## config.mk

```make
export PLATFORM = sky130hd
export DESIGN_NAME = puf_readout_dd_flat
export DESIGN_NICKNAME = d
export VERILOG_FILES = /design/src/rtl/puf_readout_dd_if.sv /design/src/rtl/puf_readout_dd.sv /design/src/flat_wrapper.sv
export SDC_FILE = /design/constraint.sdc
export NUM_CORES = 1
export LEC_CHECK = 0
export CAP_MARGIN = 0
export CORE_MARGIN = 4
export CORE_UTILIZATION = 51
export DETAILED_ROUTE_END_ITERATION = 8
export GPL_ROUTABILITY_DRIVEN = 0
export GPL_TIMING_DRIVEN = 0
export PLACE_DENSITY = 0.8
export SLEW_MARGIN = 0
export SYNTH_ARGS = -nofsm -noshare
export SYNTH_HDL_FRONTEND = slang
export SYNTH_SLANG_ARGS = --single-unit
```

## constraint.sdc

```tcl
create_clock -name CLK -period 1.9 [get_ports CLK]
set_input_delay 0.19 -clock CLK [delete_from_list [all_inputs] [get_ports CLK]]
set_output_delay 0.19 -clock CLK [all_outputs]
set_load 0.05 [all_outputs]
```

## src/rtl/puf_readout_dd_if.sv

```systemverilog
// puf_readout_dd_if
// Read-side bundle between the PUF readout buffer and the SPI slave.
//   RD_REQ    SPI -> readout   one-cycle byte-read request
//   CLR       SPI -> readout   synchronous clear of buffer, state and flags
//   RD_DATA   readout -> SPI   returned byte (registered)
//   RD_VALID  readout -> SPI   one-cycle strobe qualifying RD_DATA
//   READY     readout -> SPI   unread response bytes remain
//   BYTE_IDX  readout -> SPI   index of the next byte to be returned
//   OVERRUN   readout -> SPI   sticky: a capture overwrote unread data
//   UNDERRUN  readout -> SPI   sticky: a request arrived with no unread data
// Modports: master = SPI slave side, slave = readout stage.
interface puf_readout_dd_if #(
    parameter int WIDTH = 128
);
    localparam int NUM_BYTES = WIDTH / 8;
    localparam int IDX_W     = (NUM_BYTES > 1) ? $clog2(NUM_BYTES) : 1;

    logic             RD_REQ;
    logic             CLR;
    logic [7:0]       RD_DATA;
    logic             RD_VALID;
    logic             READY;
    logic [IDX_W-1:0] BYTE_IDX;
    logic             OVERRUN;
    logic             UNDERRUN;

    modport master (
        output RD_REQ,
        output CLR,
        input  RD_DATA,
        input  RD_VALID,
        input  READY,
        input  BYTE_IDX,
        input  OVERRUN,
        input  UNDERRUN
    );

    modport slave (
        input  RD_REQ,
        input  CLR,
        output RD_DATA,
        output RD_VALID,
        output READY,
        output BYTE_IDX,
        output OVERRUN,
        output UNDERRUN
    );
endinterface

```

## src/rtl/puf_readout_dd.sv

```systemverilog
// puf_readout_dd
// Readout stage behind the delay-difference PUF controller. Every rising
// edge of DONE captures PUF_OUT_REG into a local buffer, which is then
// served one byte per RD_REQ to the SPI slave. Overwrites of unread data
// and reads of an empty buffer are recorded in sticky flags.
// Ports:
//   CLK          system clock, rising edge
//   RESET        asynchronous active-low reset
//   DONE         controller sample-done level
//   PUF_OUT_REG  controller response, valid while DONE is high
//   rd           read-side bundle (slave modport of puf_readout_dd_if)
// Parameters:
//   WIDTH        response width, multiple of 8
//   MSB_FIRST    1: byte 0 is the top byte; 0: byte 0 is bits [7:0]
module puf_readout_dd #(
    parameter int WIDTH     = 128,
    parameter bit MSB_FIRST = 1'b1
) (
    input  logic             CLK,
    input  logic             RESET,
    input  logic             DONE,
    input  logic [WIDTH-1:0] PUF_OUT_REG,
    puf_readout_dd_if.slave  rd
);
    localparam int NUM_BYTES = WIDTH / 8;
    localparam int IDX_W     = (NUM_BYTES > 1) ? $clog2(NUM_BYTES) : 1;
    localparam logic [IDX_W-1:0] LAST_IDX = IDX_W'(NUM_BYTES - 1);
    localparam logic [IDX_W-1:0] IDX_ONE  = IDX_W'(1);

    typedef enum logic [1:0] {
        ST_IDLE = 2'b00,
        ST_FULL = 2'b01,
        ST_BUSY = 2'b10
    } state_t;

    state_t           state_r;
    logic [WIDTH-1:0] buf_r;
    logic [7:0]       rd_data_r;
    logic             rd_valid_r;
    logic             ready_r;
    logic [IDX_W-1:0] byte_idx_r;
    logic             overrun_r;
    logic             underrun_r;
    logic             done_d_r;
    logic             cap_s;

    // Byte idx of the buffer in serving order; bytes are counted from the
    // top when MSB_FIRST is set.
    function automatic logic [7:0] select_byte(
        input logic [WIDTH-1:0] data,
        input logic [IDX_W-1:0] idx
    );
        logic [IDX_W-1:0] pos;
        logic [WIDTH-1:0] shifted;
        pos     = MSB_FIRST ? (LAST_IDX - idx) : idx;
        shifted = data >> {pos, 3'b000};
        return shifted[7:0];
    endfunction

    // Rising edge of DONE; a DONE already high at reset release counts
    // because done_d_r resets to 0.
    assign cap_s = DONE & ~done_d_r;

    // Buffer FSM with registered outputs: CLR beats capture beats request.
    always_ff @(posedge CLK or negedge RESET) begin
        if (!RESET) begin
            state_r    <= ST_IDLE;
            buf_r      <= '0;
            rd_data_r  <= 8'h00;
            rd_valid_r <= 1'b0;
            ready_r    <= 1'b0;
            byte_idx_r <= '0;
            overrun_r  <= 1'b0;
            underrun_r <= 1'b0;
            done_d_r   <= 1'b0;
        end else begin
            done_d_r   <= DONE;
            rd_valid_r <= 1'b0;
            if (rd.CLR) begin
                state_r    <= ST_IDLE;
                buf_r      <= '0;
                rd_data_r  <= 8'h00;
                ready_r    <= 1'b0;
                byte_idx_r <= '0;
                overrun_r  <= 1'b0;
                underrun_r <= 1'b0;
            end else begin
                case (state_r)
                    ST_IDLE, ST_FULL, ST_BUSY: begin
                        if (cap_s) begin
                            // A same-cycle request is dropped silently.
                            buf_r      <= PUF_OUT_REG;
                            byte_idx_r <= '0;
                            state_r    <= ST_FULL;
                            ready_r    <= 1'b1;
                            if (state_r != ST_IDLE) begin
                                overrun_r <= 1'b1;
                            end
                        end else if (rd.RD_REQ) begin
                            rd_valid_r <= 1'b1;
                            if (state_r == ST_IDLE) begin
                                // Empty read still strobes so SPI framing holds.
                                rd_data_r  <= 8'h00;
                                underrun_r <= 1'b1;
                            end else begin
                                rd_data_r <= select_byte(buf_r, byte_idx_r);
                                if (byte_idx_r == LAST_IDX) begin
                                    byte_idx_r <= '0;
                                    state_r    <= ST_IDLE;
                                    ready_r    <= 1'b0;
                                end else begin
                                    byte_idx_r <= byte_idx_r + IDX_ONE;
                                    state_r    <= ST_BUSY;
                                end
                            end
                        end
                    end
                    default: begin
                        // Corrupted state register: fall back as if cleared.
                        state_r    <= ST_IDLE;
                        buf_r      <= '0;
                        rd_data_r  <= 8'h00;
                        ready_r    <= 1'b0;
                        byte_idx_r <= '0;
                        overrun_r  <= 1'b0;
                        underrun_r <= 1'b0;
                    end
                endcase
            end
        end
    end

    assign rd.RD_DATA  = rd_data_r;
    assign rd.RD_VALID = rd_valid_r;
    assign rd.READY    = ready_r;
    assign rd.BYTE_IDX = byte_idx_r;
    assign rd.OVERRUN  = overrun_r;
    assign rd.UNDERRUN = underrun_r;
endmodule

```

## src/flat_wrapper.sv

```systemverilog
// flat-port wrapper written by rule: the top's interface ports become plain ports
module puf_readout_dd_flat 
#(
    parameter int WIDTH     = 128,
    parameter bit MSB_FIRST = 1'b1
)
  (CLK, RESET, DONE, PUF_OUT_REG, rd_RD_REQ, rd_CLR, rd_RD_DATA, rd_RD_VALID, rd_READY, rd_BYTE_IDX, rd_OVERRUN, rd_UNDERRUN);
  puf_readout_dd_if #(.WIDTH(WIDTH)) rd_i ();
  input  logic CLK;
  input  logic RESET;
  input  logic DONE;
  input  logic [WIDTH-1:0] PUF_OUT_REG;
  input wire logic [$bits(rd_i.RD_REQ)-1:0] rd_RD_REQ;
  input wire logic [$bits(rd_i.CLR)-1:0] rd_CLR;
  output wire logic [$bits(rd_i.RD_DATA)-1:0] rd_RD_DATA;
  output wire logic [$bits(rd_i.RD_VALID)-1:0] rd_RD_VALID;
  output wire logic [$bits(rd_i.READY)-1:0] rd_READY;
  output wire logic [$bits(rd_i.BYTE_IDX)-1:0] rd_BYTE_IDX;
  output wire logic [$bits(rd_i.OVERRUN)-1:0] rd_OVERRUN;
  output wire logic [$bits(rd_i.UNDERRUN)-1:0] rd_UNDERRUN;
  assign rd_i.RD_REQ = rd_RD_REQ;
  assign rd_i.CLR = rd_CLR;
  assign rd_RD_DATA = rd_i.RD_DATA;
  assign rd_RD_VALID = rd_i.RD_VALID;
  assign rd_READY = rd_i.READY;
  assign rd_BYTE_IDX = rd_i.BYTE_IDX;
  assign rd_OVERRUN = rd_i.OVERRUN;
  assign rd_UNDERRUN = rd_i.UNDERRUN;
  puf_readout_dd #(.WIDTH(WIDTH), .MSB_FIRST(MSB_FIRST)) u_core (.CLK(CLK), .RESET(RESET), .DONE(DONE), .PUF_OUT_REG(PUF_OUT_REG), .rd(rd_i));
endmodule
```

Word-level counts from Yosys, hierarchy flattened

Index checks and enable logic that the tools add are counted.

$add $sub $neg: 2
Equality and inequality tests: 11
Shifts and indexed selects: 1
Muxes and demuxes: 39
Bitwise operators: 2
Reductions and logical operators: 8

Operators with widths:

| cell                                          | number |
|---|---|
| 2-to-1 mux 128 bit                            | 3 |
| right shift 128 x 7 -> 8 bit                  | 1 |
| 2-to-1 mux 8 bit                              | 5 |
| 2-to-1 mux 4 bit                              | 6 |
| 2-to-1 mux 1 bit                              | 19 |
| 2-to-1 mux 2 bit                              | 6 |
| != test 3 x 2 -> 1 bit, second input constant | 3 |
| != test 4 x 3 -> 1 bit, second input constant | 2 |
| != test 3 bit, second input constant          | 2 |
| AND reduction 2 bit                           | 3 |
| AND reduction 3 bit                           | 2 |
| adder 4 x 1 -> 4 bit, second input constant   | 1 |
| == test 4 bit, second input constant          | 1 |
| != test 4 x 2 -> 1 bit, second input constant | 1 |
| subtractor 4 bit, first input constant        | 1 |
| OR reduction 3 bit                            | 1 |
| == test 2 x 1 -> 1 bit, second input constant | 1 |
| == test 2 bit, second input constant          | 1 |
| zero test 2 bit                               | 1 |
| nonzero test 2 bit                            | 1 |
| bitwise AND 1 bit                             | 1 |
| NOT 1 bit                                     | 1 |

Register bits: 147
Input bits: 133
Output and inout bits: 16
Word-level logic and storage cells: 72

Logic depth before layout (Yosys ltp)

Gate-level depths: netlist of run 1.

Word-level depth: 7
Depth in mapped cells: 7

Worst setup path after synthesis of run 1

No wires, ideal clock.

Path kind: flip-flop to flip-flop
Start: register u_core.byte_idx_r[0] (netlist: u_core.rd.BYTE_IDX[0])
End: register u_core.rd_data_r[6] (netlist: u_core.rd.RD_DATA[6])
Arrival: 1772 ps
Data required time: 1774 ps
Setup slack: 2 ps
Stages on the path, launching flop included: 6
Clock period less this slack: 1898 ps
Path through: dfrtp_1 buf_6 mux4_2 mux2i_1 nor3_1 a221o_1

Cells in the longest elaborated chain, start to end: 7

RTL lines:

| element                      | line                  | RTL |
|---|---|---|
| start: declaration           | puf_readout_dd.sv:41  | `logic [IDX_W-1:0] byte_idx_r;` |
| start signal: assignment     | puf_readout_dd.sv:112 | `byte_idx_r <= byte_idx_r + IDX_ONE;` |
| subtractor 4 bit             | puf_readout_dd.sv:55  | `pos = MSB_FIRST ? (LAST_IDX - idx) : idx;` |
| right shift 128 x 7 -> 8 bit | puf_readout_dd.sv:56  | `shifted = data >> {pos, 3'b000};` |
| 2-to-1 mux 8 bit             | puf_readout_dd.sv:101 | `if (state_r == ST_IDLE) begin` |
| 2-to-1 mux 8 bit             | puf_readout_dd.sv:99  | `end else if (rd.RD_REQ) begin` |
| 2-to-1 mux 8 bit             | puf_readout_dd.sv:90  | `if (cap_s) begin` |
| 2-to-1 mux 8 bit             | puf_readout_dd.sv:88  | `case (state_r)` |
| 2-to-1 mux 8 bit             | puf_readout_dd.sv:79  | `if (rd.CLR) begin` |
| end signal: assignment       | puf_readout_dd.sv:106 | `rd_data_r <= select_byte(buf_r, byte_idx_r);` |
| end: declaration             | puf_readout_dd.sv:38  | `logic [7:0] rd_data_r;` |

Every way passes these cells. The select of a mux whose other input is x is not followed.
A chain may end at the register's enable or synchronous reset.

Final worst setup path of run 1

Start: register u_core.byte_idx_r[1] (netlist: u_core.rd.BYTE_IDX[1])
End: register u_core.rd_data_r[3] (netlist: u_core.rd.RD_DATA[3])

Same word-level chain as after synthesis.

==> out/qor.txt, run 1 <==
Combinational Power Share = 13.0%
Vias/cell = 5.67
crit path launch type = flop
post-CTS setup buffers = 0
simple-gate share of the synthesized area = 18.1%
worst-path cell chain = buf_6, buf_4, buf_4, mux2i_1, a22oi_1, nand3_1, nand3_1
multi-input logic area = 0.00292 mm2
pin count of the biggest net entering global routing = 88
complex-gate fraction of the synthesized area = 13.4%
Initial DRC Count = 658
GRT Total Usage = 26.1%
CP Capture Type = flop
main combinational cell family by area after synthesis = simple AND/OR/NAND/NOR gates
Peak VDD IR = 0.687 mV
syn_area_per_cell = 9.36 um2
final hold vios = 0
Chip Width = 124 um
leakage = 0.00382 uW
Reg power frac = 45.2%
CP endpoint = u_core.rd.RD_DATA[3]
Max Clock Skew = 0.00419 ns
CP arrival = 2.15 ns
die footprint = 0.0155 mm2
H-Tree Depth = 4
FF/Latch Area = 0.00368 mm2
Synth Cell Area = 0.00691 mm2
Adder-Cell Fraction of Synth Area = 0.181%
power density cells = 805 mW/mm2
IO Count = 149
ratio of cells with drive above 1 in the final layout = 8.82%
row count = 42
# setup viols final = 0
Clock Power Share = 41.8%
CTS tree = yes
Synth Instances = 739
detail-routed net length per standard cell = 18.5 um
Area Growth Syn to Fin = 32.9%
DRC = 0
GRT overflow = 0
r2r endpoint = u_core.rd.RD_DATA[3]
CP Max Fanout = 10
clock tree sinks = 147
worst-margin pin slew = 0.744 ns
clock buffer count from CTS = 17
fill count = 1065
post-route cell area = 0.00919 mm2
Yosys cell types = 39
mux contribution to synthesized area = 10.0%
Area contributors post-synth = dfrtp_1, nand2_1, a21oi_1
root buffer cell = clkbuf_16
Seq/Total Area, Yosys = 53.2%
Final ANT Viol Nets = 0
start point of the critical path = u_core.rd.BYTE_IDX[1]
placed inst area = 0.00863 mm2
CP required = 2.20 ns
Setup CP Type = reg2reg
final cell count without fillers = 1094
reported max-cap violation count = 0
drt first pass iters = 5
Net Sw Power = 1790 uW
Inst Count DP = 1063
Tcrit/Tclk final = 97.3%
first-pass GRT wire length = 31800 um
min-delay worst type = in2reg
slew margin rel. = 50.0%
CTS clk-pin slew, worst paths = 0.06 ns
slowest CP cell = dfrtp_1
Worst path max stage delay = 0.39 ns
net count after synthesis = 873
vias = 6207
core region area = 0.0132 mm2
die extent in y = 124 um
max frequency = 541 MHz
Layout Nets = 1041
Synth Warn # = 0
Detailed Route WL = 20200 um
Pins Over Slew Limit = 0
Post-Synth XOR/XNOR Area = 0.489%
Reg2Reg Setup Slack = 0.05 ns
fin crit period = 1.85 ns
status = completed
Sw Ratio = 24.3%
IO Port Bufs = 147
RR Startpoint = u_core.rd.BYTE_IDX[1]
ANT cells = 0
post-synth top area share = 53.2%
clk_lat worst skew = 0.42 ns
flops & latches, synth = 147
Power Internal = 5600 uW
clock buffer depth = 2
number of global-route vias before repair = 6166
R2R cell count = 7
initial antenna violation count = 0
Yosys top cell by area = dfrtp_1
Initial Utilization = 52.2%
post-DP HPWL = 14500 um
power by group through the flow:
stage                     logic, uW  clock network (uW)  registers [uW]
after detailed placement        950                   0            3400
after floorplan                 414                   0            3400
after global placement          929                   0            3390
final                           963                3090            3350
after global routing           1050                3240            3360
after CTS                       959                3100            3340
what timing repair did:
action / 4_1_cts / 5_1_grt
resized for setup: 0 / 8
hold buffers: 1 / 0
hold endpoints to repair: 60 / 0
setup endpoints to repair: 0 / 68
critical path: cells and delay by family (launching register included):
family / cells / cell delay [ns]
buf+inv: 3 / 0.64
simple gates: 2 / 0.26
flops: 1 / 0.39
mux: 1 / 0.28
compound gates: 1 / 0.16
cell usage after synthesis, drive strengths merged:
library cell and count:
a2bb2oi 1, mux4 17, a22oi 21, o21ai 2, o31ai 1, a21o 2
a32oi 1, nand2b 5, mux2 1, a31oi 2, clkbuf 31, mux2i 30
nor3 2, nor2b 4, nor4 3, and3 1, o2111a 1, nand4 1
a21oi 133, buf 30, xor2 1, dfrtp 147, xnor2 2, o211ai 1
a221o 1, nor2 10, nand3 16, o21a 2, or3 1, ha 1
and2 1, inv 1, nand2 266
logic make-up after synthesis:
logic type / count (synthesis)
flops: 147
xor+xnor: 3
compound gates: 168
buf+inv: 62
simple gates: 310
fa+ha+maj: 1
mux: 48
state kept, by name, summed over array words and instances, names as in the netlist:
register and flops:
u_core.rd.BYTE_IDX 4, u_core.rd.READY 1, u_core.rd.OVERRUN 1, u_core.buf_r 128, u_core.rd.UNDERRUN 1, u_core.state_r 2
u_core.rd.RD_DATA 8, u_core.done_d_r 1, u_core.rd.RD_VALID 1
routing by layer:
metal | GRT usage (%) | vias up | wire length, um
li1 | - | 2837 | -
met1 | 34.3 | 3004 | 8180
met2 | 41.3 | 311 | 9660
met3 | 7.20 | 55 | 1820
met4 | 10.6 | 0 | 586
met5 | 0 | - | 0
worst min path at each step:
stage                       from            endpoint  slack [ns]  depth (start not counted)
3_3_place_gp   u_core.rd.OVERRUN   u_core.rd.OVERRUN        0.48                          1
4_1_cts                rd_RD_REQ  u_core.rd.RD_VALID        0.14                          2
6_report               rd_RD_REQ  u_core.rd.RD_VALID        0.15                          2
2_1_floorplan              RESET     u_core.buf_r[0]       -0.11                          0
3_5_place_dp               RESET  u_core.rd.UNDERRUN        0.20                          1
5_1_grt                rd_RD_REQ  u_core.rd.RD_VALID        0.14                          2
cell usage in the layout (no fill, tap or decap), types with 2 or more instances in the layout:
cell type / Yosys / routed
buf_6: 3 / 5
clkbuf_16: 0 / 17
buf_2: 14 / 14
o21a_1: 2 / 2
clkbuf_8: 0 / 3
nand3_1: 16 / 16
o21ai_0: 2 / 2
mux2i_1: 30 / 30
nor3_1: 2 / 2
mux4_2: 17 / 17
nor4_2: 2 / 2
a21oi_1: 133 / 133
buf_4: 10 / 9
nand2_1: 266 / 266
nor2b_1: 4 / 4
clkbuf_1: 30 / 32
clkbuf_2: 1 / 5
clkinv_2: 0 / 3
buf_1: 3 / 2
a31oi_1: 2 / 2
dfrtp_1: 147 / 147
a21o_1: 2 / 2
nand2b_1: 5 / 5
clkdlybuf4s50_1: 0 / 146
nor2_1: 10 / 10
a22oi_1: 21 / 21
final cells by class:
cell class              instances  share of cell area, %
flip-flops and latches        147                   40.0
repair buffers                149                   16.4
inverters                       1                 0.0408
multi-input cells             530                   31.8
clock buffers                  25                   5.28
well taps                     176                   2.40
clock inverters                 5                  0.572
plain buffers                  61                   3.44
metrics by stage:
step | power (uW) | TNS, ns | hold slack, ns | utilization (%) | setup WS [ns]
4_1_cts | 7410 | 0 | 0.137 | 69.3 | 0.0545
3_3_place_gp | 4320 | -780.69 | 0.479 | 65.0 | -5.21
2_1_floorplan | 3810 | 0 | -0.106 | - | 0.00184
3_5_place_dp | 4350 | -14.38 | 0.200 | 65.2 | -0.251
5_1_grt | 7640 | -0.00716 | 0.145 | 69.4 | -0.00693
6_report | 7400 | 0 | 0.150 | 69.4 | 0.0517
(Power assumes the default switching activity.)
==> run 2, diff against run 1 <==
CORE_ASPECT_RATIO = 1.4   (was default)
CORE_MARGIN = 1   (was 4)
CORE_UTILIZATION = 45   (was 51)
PLACE_DENSITY = 0.72   (was 0.8)
==> out/qor.txt, run 2 (synthesis gave the netlist of run 1 again) <==
most frequent cells in the layout = nand2_1, dfrtp_1, clkdlybuf4s50_1, a21oi_1, mux2i_1
fin crit period = 1.88 ns (+0.0333 ns)
clk_lat worst skew = 0.43 ns (about the same)
die footprint = 0.0159 mm2 (+2.5%)
root buffer cell = clkbuf_16
met2 WL post-DR = 10800 um (+11%)
min-delay worst type = in2reg
max frequency = 531 MHz (-1.8%)
CP Max Fanout = 10 (unchanged)
clock buffer count from CTS = 17 (unchanged)
Setup CP Type = reg2reg
FF/Latch Area = 0.00368 mm2 (unchanged)
Tcrit/Tclk final = 99.0% (+1.8 points)
pre-CTS setup slack = -0.319 ns (-0.0681 ns)
number of global-route vias before repair = 6237 (+1.2%)
Power Internal = 5850 uW (+4.4%)
CTS tree = yes
family with the most delay on the worst path = buffers and inverters
Net Sw Power = 1930 uW (+7.4%)
final core utilization = 62.1% (-7.3 points)
Combinational Power Share = 12.4% (-0.6 points)
RSZ-0062 raised after global routing = yes
Initial Utilization = 46.1% (-6.1 points)
routed metal-1 wirelength = 7760 um (-5.1%)
CP Capture Type = flop
Crit path buffers/inverters = 3 (unchanged)
IO Port Bufs = 147 (unchanged)
CP required = 2.21 ns (about the same)
post-CTS setup buffers = 0 (unchanged)
ANT cells = 0 (unchanged)
final hold vios = 0 (unchanged)
GRT Total Usage = 26.8% (+0.72 points)
fill count = 1328 (+25%)
status = completed
CTS clk-pin slew, worst paths = 0.06 ns (about the same)
final setup margin = 0.0184 ns (-0.0333 ns)
clock tree sinks = 147 (unchanged)
vias = 6094 (-1.8%)
power density cells = 836 mW/mm2 (+3.9%)
Max Clock Skew = 0.0195 ns (+0.0153 ns)
highest metal used = met4
row count = 53 (+26%)
Peak VDD IR = 0.509 mV (-26%)
H-Tree Depth = 4 (unchanged)
final cell count without fillers = 1112 (+1.6%)
# setup viols final = 0 (unchanged)
IO Count = 149 (unchanged)
Final ANT Viol Nets = 0 (unchanged)
Pins Over Slew Limit = 0 (unchanged)
initial antenna violation count = 0 (unchanged)
Area Growth Syn to Fin = 34.5%
Chip Width = 107 um (-14%)
drt first pass iters = 5 (unchanged)
pin count of the biggest net entering global routing = 76 (-14%)
slew margin rel. = 51.1% (+1.1 points)
crit path launch type = flop
worst-path cell chain = buf_6, buf_4, buf_4, mux4_2, a22oi_1, nand3_1
leading cell type in the layout, fill and taps excluded = nand2_1
leakage = 0.00386 uW (+1.1%)
WL met3 = 1050 um (-42%)
post-DP HPWL = 15200 um (+4.3%)
multi-input logic area = 0.00294 mm2 (+0.47%)
Initial DRC Count = 556 (-16%)
most frequent CP cell = buf_4
ratio of cells with drive above 1 in the final layout = 9.78% (+0.96 points)
Biggest register = u_core.buf_r
Worst path max stage delay = 0.40 ns (about the same)
die extent in y = 149 um (+19%)
clock buffer depth = 2 (unchanged)
DRC = 0 (unchanged)
Reg power frac = 43.0% (-2.2 points)
Layout Nets = 1041 (unchanged)
reported max-cap violation count = 0 (unchanged)
placed inst area = 0.00865 mm2 (+0.23%)
Sw Ratio = 24.8% (+0.52 points)
core region area = 0.0150 mm2 (+13%)
Clock Power Share = 44.6% (+2.8 points)
Detailed Route WL = 20500 um (+1.2%)
Vias/cell = 5.48 (-3.4%)
detail-routed net length per standard cell = 18.4 um (-0.43%)
worst-margin pin slew = 0.733 ns (-0.0107 ns)
slowest CP cell = dfrtp_1
max reg flops = 128 (unchanged)
Inst Count DP = 1079 (+1.5%)
CP arrival = 2.19 ns (+0.04 ns)
GRT overflow = 0 (unchanged)
first-pass GRT wire length = 31800 um (+0.17%)
post-route cell area = 0.00930 mm2 (+1.2%)
run 2: worst register-to-register path: stages (launching register included):
cell,delay [ns]
dfrtp_1,0.40
buf_6,0.16
buf_4,0.21
buf_4,0.26
mux4_2,0.35
a22oi_1,0.25
nand3_1,0.12
run 2: metrics by stage:
step / hold slack, ns / setup TNS (ns) / power [uW]
after detailed placement: 0.258 / -24.05 / 4360
after floorplan: -0.106 / 0 / 3810
after CTS: 0.138 / 0 / 7800
after global routing: 0.173 / -0.0863 / 8030
final: 0.137 / 0 / 7780
after global placement: 0.484 / -792.77 / 4330
run 2: final timing paths:
check / start / end / slack, ns / cells past startpoint
worst min register to register: u_core.rd.RD_DATA[3] / u_core.rd.RD_DATA[3] / 0.50 / 2
worst min-delay path: rd_RD_REQ / u_core.rd.RD_VALID / 0.14 / 2
max in group asynchronous: RESET / u_core.buf_r[105] / 0.72 / 3
worst max-delay path: u_core.rd.BYTE_IDX[1] / u_core.rd.RD_DATA[3] / 0.02 / 6
worst max register to register: u_core.rd.BYTE_IDX[1] / u_core.rd.RD_DATA[3] / 0.02 / 6
min in group asynchronous: RESET / u_core.buf_r[71] / 0.36 / 2
run 2: power by group through the flow:
| stage | combinational (uW) | clock, uW | sequential [uW] |
|---|---|---|---|
| 6_report | 965 | 3470 | 3350 |
| 2_1_floorplan | 414 | 0 | 3400 |
| 4_1_cts | 966 | 3490 | 3340 |
| 3_5_place_dp | 957 | 0 | 3400 |
| 5_1_grt | 1050 | 3630 | 3360 |
| 3_3_place_gp | 938 | 0 | 3400 |
run 2: repair_timing:
item,CTS,global route
hold buffers,1,0
setup endpoints to repair,90,20
gates resized for setup,1,10
pin swaps,0,0
endpoints found under the hold margin,72,0
run 2: layout make-up:
cell class                      instances  share of cell area (%)
Sequential cell                       147                    39.5
Multi-Input combinational cell        530                    31.6
Timing Repair Buffer                  149                    16.2
Clock buffer                           19                    4.87
Buffer                                 61                    3.46
Tap cell                              192                    2.58
Clock inverter                         13                    1.68
Inverter                                1                  0.0404
run 2: metal layers:
layer	vias to the layer above	GRT usage [%]
met5	-	0
met4	0	15.1
met3	59	4.12
met2	253	46.8
met1	2941	31.3
li1	2841	-
==> run 3, diff against run 2 <==
CORE_UTILIZATION = 25   (was 45)
PLACE_DENSITY = 0.45   (was 0.72)
==> out/qor.txt, run 3 (synthesis gave the netlist of run 1 again) <==
Tcrit/Tclk final = 97.3% (-1.7 points)
R2R cell count = 5 (-1)
final core utilization = 35.6% (-26 points)
Final ANT Viol Nets = 0 (unchanged)
Vias/cell = 4.54 (-17%)
pre-CTS setup slack = -0.354 ns (-0.0353 ns)
Pins Over Slew Limit = 0 (unchanged)
Detailed Route WL = 24100 um (+17%)
fill count = 2832 (+110%)
multi-input logic area = 0.00298 mm2 (+1.4%)
initial antenna violation count = 0 (unchanged)
most frequent cells in the layout = nand2_1, dfrtp_1, clkdlybuf4s50_1, a21oi_1, mux2i_1
row count = 71 (+34%)
clk_lat worst skew = 0.43 ns (about the same)
family with the most delay on the worst path = buffers and inverters
CP Capture Type = output pin
Max Clock Skew = 0.00747 ns (-0.0120 ns)
RSZ-0062 raised after global routing = no
CP arrival = 1.66 ns (-0.53 ns)
post-CTS setup buffers = 0 (unchanged)
final cell count without fillers = 1284 (+15%)
Initial DRC Count = 275 (-51%)
Layout Nets = 1041 (unchanged)
final setup margin = 0.0511 ns (+0.0327 ns)
IO Count = 149 (unchanged)
GRT overflow = 0 (unchanged)
Hold Path End = u_core.state_r[1]
GRT Total Usage = 17.6% (-9.2 points)
vias = 5835 (-4.3%)
CTS clk-pin slew, worst paths = 0.06 ns (about the same)
slowest CP cell = clkdlybuf4s50_1
H-Tree Depth = 4 (unchanged)
CTS tree = yes
min-delay worst type = in2reg
clock buffer count from CTS = 17 (unchanged)
post-route cell area = 0.00962 mm2 (+3.4%)
FF/Latch Area = 0.00368 mm2 (about the same)
number of global-route vias before repair = 6194 (-0.69%)
fin crit period = 1.85 ns (-0.0327 ns)
Reg2Reg Setup Slack = 0.08 ns (+0.06 ns)
Peak VDD IR = 0.524 mV (+3.1%)
Setup CP Type = reg2out
post-DP HPWL = 18000 um (+19%)
final hold vios = 0 (unchanged)
Initial Utilization = 25.6% (-21 points)
Overall Power = 8010 uW (+2.9%)
Area Growth Syn to Fin = 39.1%
pin count of the biggest net entering global routing = 88 (+16%)
detail-routed net length per standard cell = 18.7 um (+1.7%)
M2 GR Usage = 31.7% (-15 points)
Inst Count DP = 1252 (+16%)
r2r endpoint = u_core.rd.RD_DATA[3]
drt first pass iters = 4 (-1)
worst-margin pin slew = 0.647 ns (-0.0859 ns)
leading cell type in the layout, fill and taps excluded = nand2_1
Biggest register = u_core.buf_r
ratio of cells with drive above 1 in the final layout = 11.6% (+1.9 points)
IO Port Bufs = 147 (unchanged)
Worst path max stage delay = 0.83 ns (+0.43 ns)
met1 global-route usage = 20.6% (-11 points)
placed inst area = 0.00887 mm2 (+2.5%)
grt peak-use layer = met2
die extent in y = 199 um (+34%)
clock buffer depth = 2 (unchanged)
leakage = 0.00392 uW (+1.4%)
status = completed
reported max-cap violation count = 0 (unchanged)
first-pass GRT wire length = 36100 um (+14%)
max reg flops = 128 (unchanged)
DRC = 0 (unchanged)
worst-path cell chain = clkdlybuf4s50_1
max frequency = 541 MHz (+1.8%)
Chip Width = 143 um (+34%)
Worst Hold Path Cells = 3 (+1)
core region area = 0.0270 mm2 (+80%)
CP Max Fanout = 3 (-7)
Crit path buffers/inverters = 1 (-2)
slew margin rel. = 56.9% (+5.7 points)
root buffer cell = clkbuf_16
power density cells = 833 mW/mm2 (-0.43%)
CP required = 1.71 ns (-0.50 ns)
met3 Usage GRT = 2.99% (-1.1 points)
die footprint = 0.0283 mm2 (+79%)
# setup viols final = 0 (unchanged)
crit path launch type = flop
min-delay src = rd_RD_REQ
RR Startpoint = u_core.rd.BYTE_IDX[0]
clock tree sinks = 147 (unchanged)
ANT cells = 0 (unchanged)
-- run 3: how the worst max path moves through the flow --
stage,slack [ns],end,cells after the start,startpoint
finish,0.05,rd_BYTE_IDX[2],1,u_core.rd.BYTE_IDX[2]
global route,0.002,u_core.rd.RD_DATA[3],6,u_core.rd.BYTE_IDX[1]
CTS,0.003,u_core.rd.RD_DATA[5],5,u_core.rd.BYTE_IDX[0]
detailed placement,-0.35,u_core.state_r[0],6,rd_CLR
global placement,-5.83,u_core.buf_r[107],1,RESET
floorplan,0.002,u_core.rd.RD_DATA[6],5,u_core.rd.BYTE_IDX[0]
-- run 3: layer usage --
layer,up-vias,routed length [um],share of wire (%)
met2,118,12800,53
met4,0,603,2.5
met5,-,0,0
met1,2852,9940,41
met3,32,772,3.2
li1,2833,-,-
-- run 3: layout make-up --
cell class                 instances  area share [%]
buffer                            61            3.63
clock buffer                      22            5.04
clock inverter                     9            1.57
inverter                           1          0.0390
multi-input combinational        530            31.0
sequential                       147            38.3
tap                              365            4.75
timing repair buffer             149            15.7
-- run 3: metrics by stage --
| step | hold slack (ns) | setup TNS (ns) |
|---|---|---|
| 2_1_floorplan | -0.106 | 0 |
| 3_3_place_gp | 0.463 | -881.79 |
| 3_5_place_dp | 0.163 | -28.17 |
| 4_1_cts | 0.148 | 0 |
| 5_1_grt | 0.175 | 0 |
| 6_report | 0.174 | 0 |
-- run 3: repair_timing --
action	CTS	global route
hold endpoints to repair	60	0
setup endpoints to repair	39	45
gates resized for setup	6	39
hold buffers	1	0
-- run 3: report_power, final --
part           leakage [uW]  switching (uW)  internal, uW
registers           0.00200            80.6          3260
logic               0.00161             537           466
clock network      0.000312            1330          2330
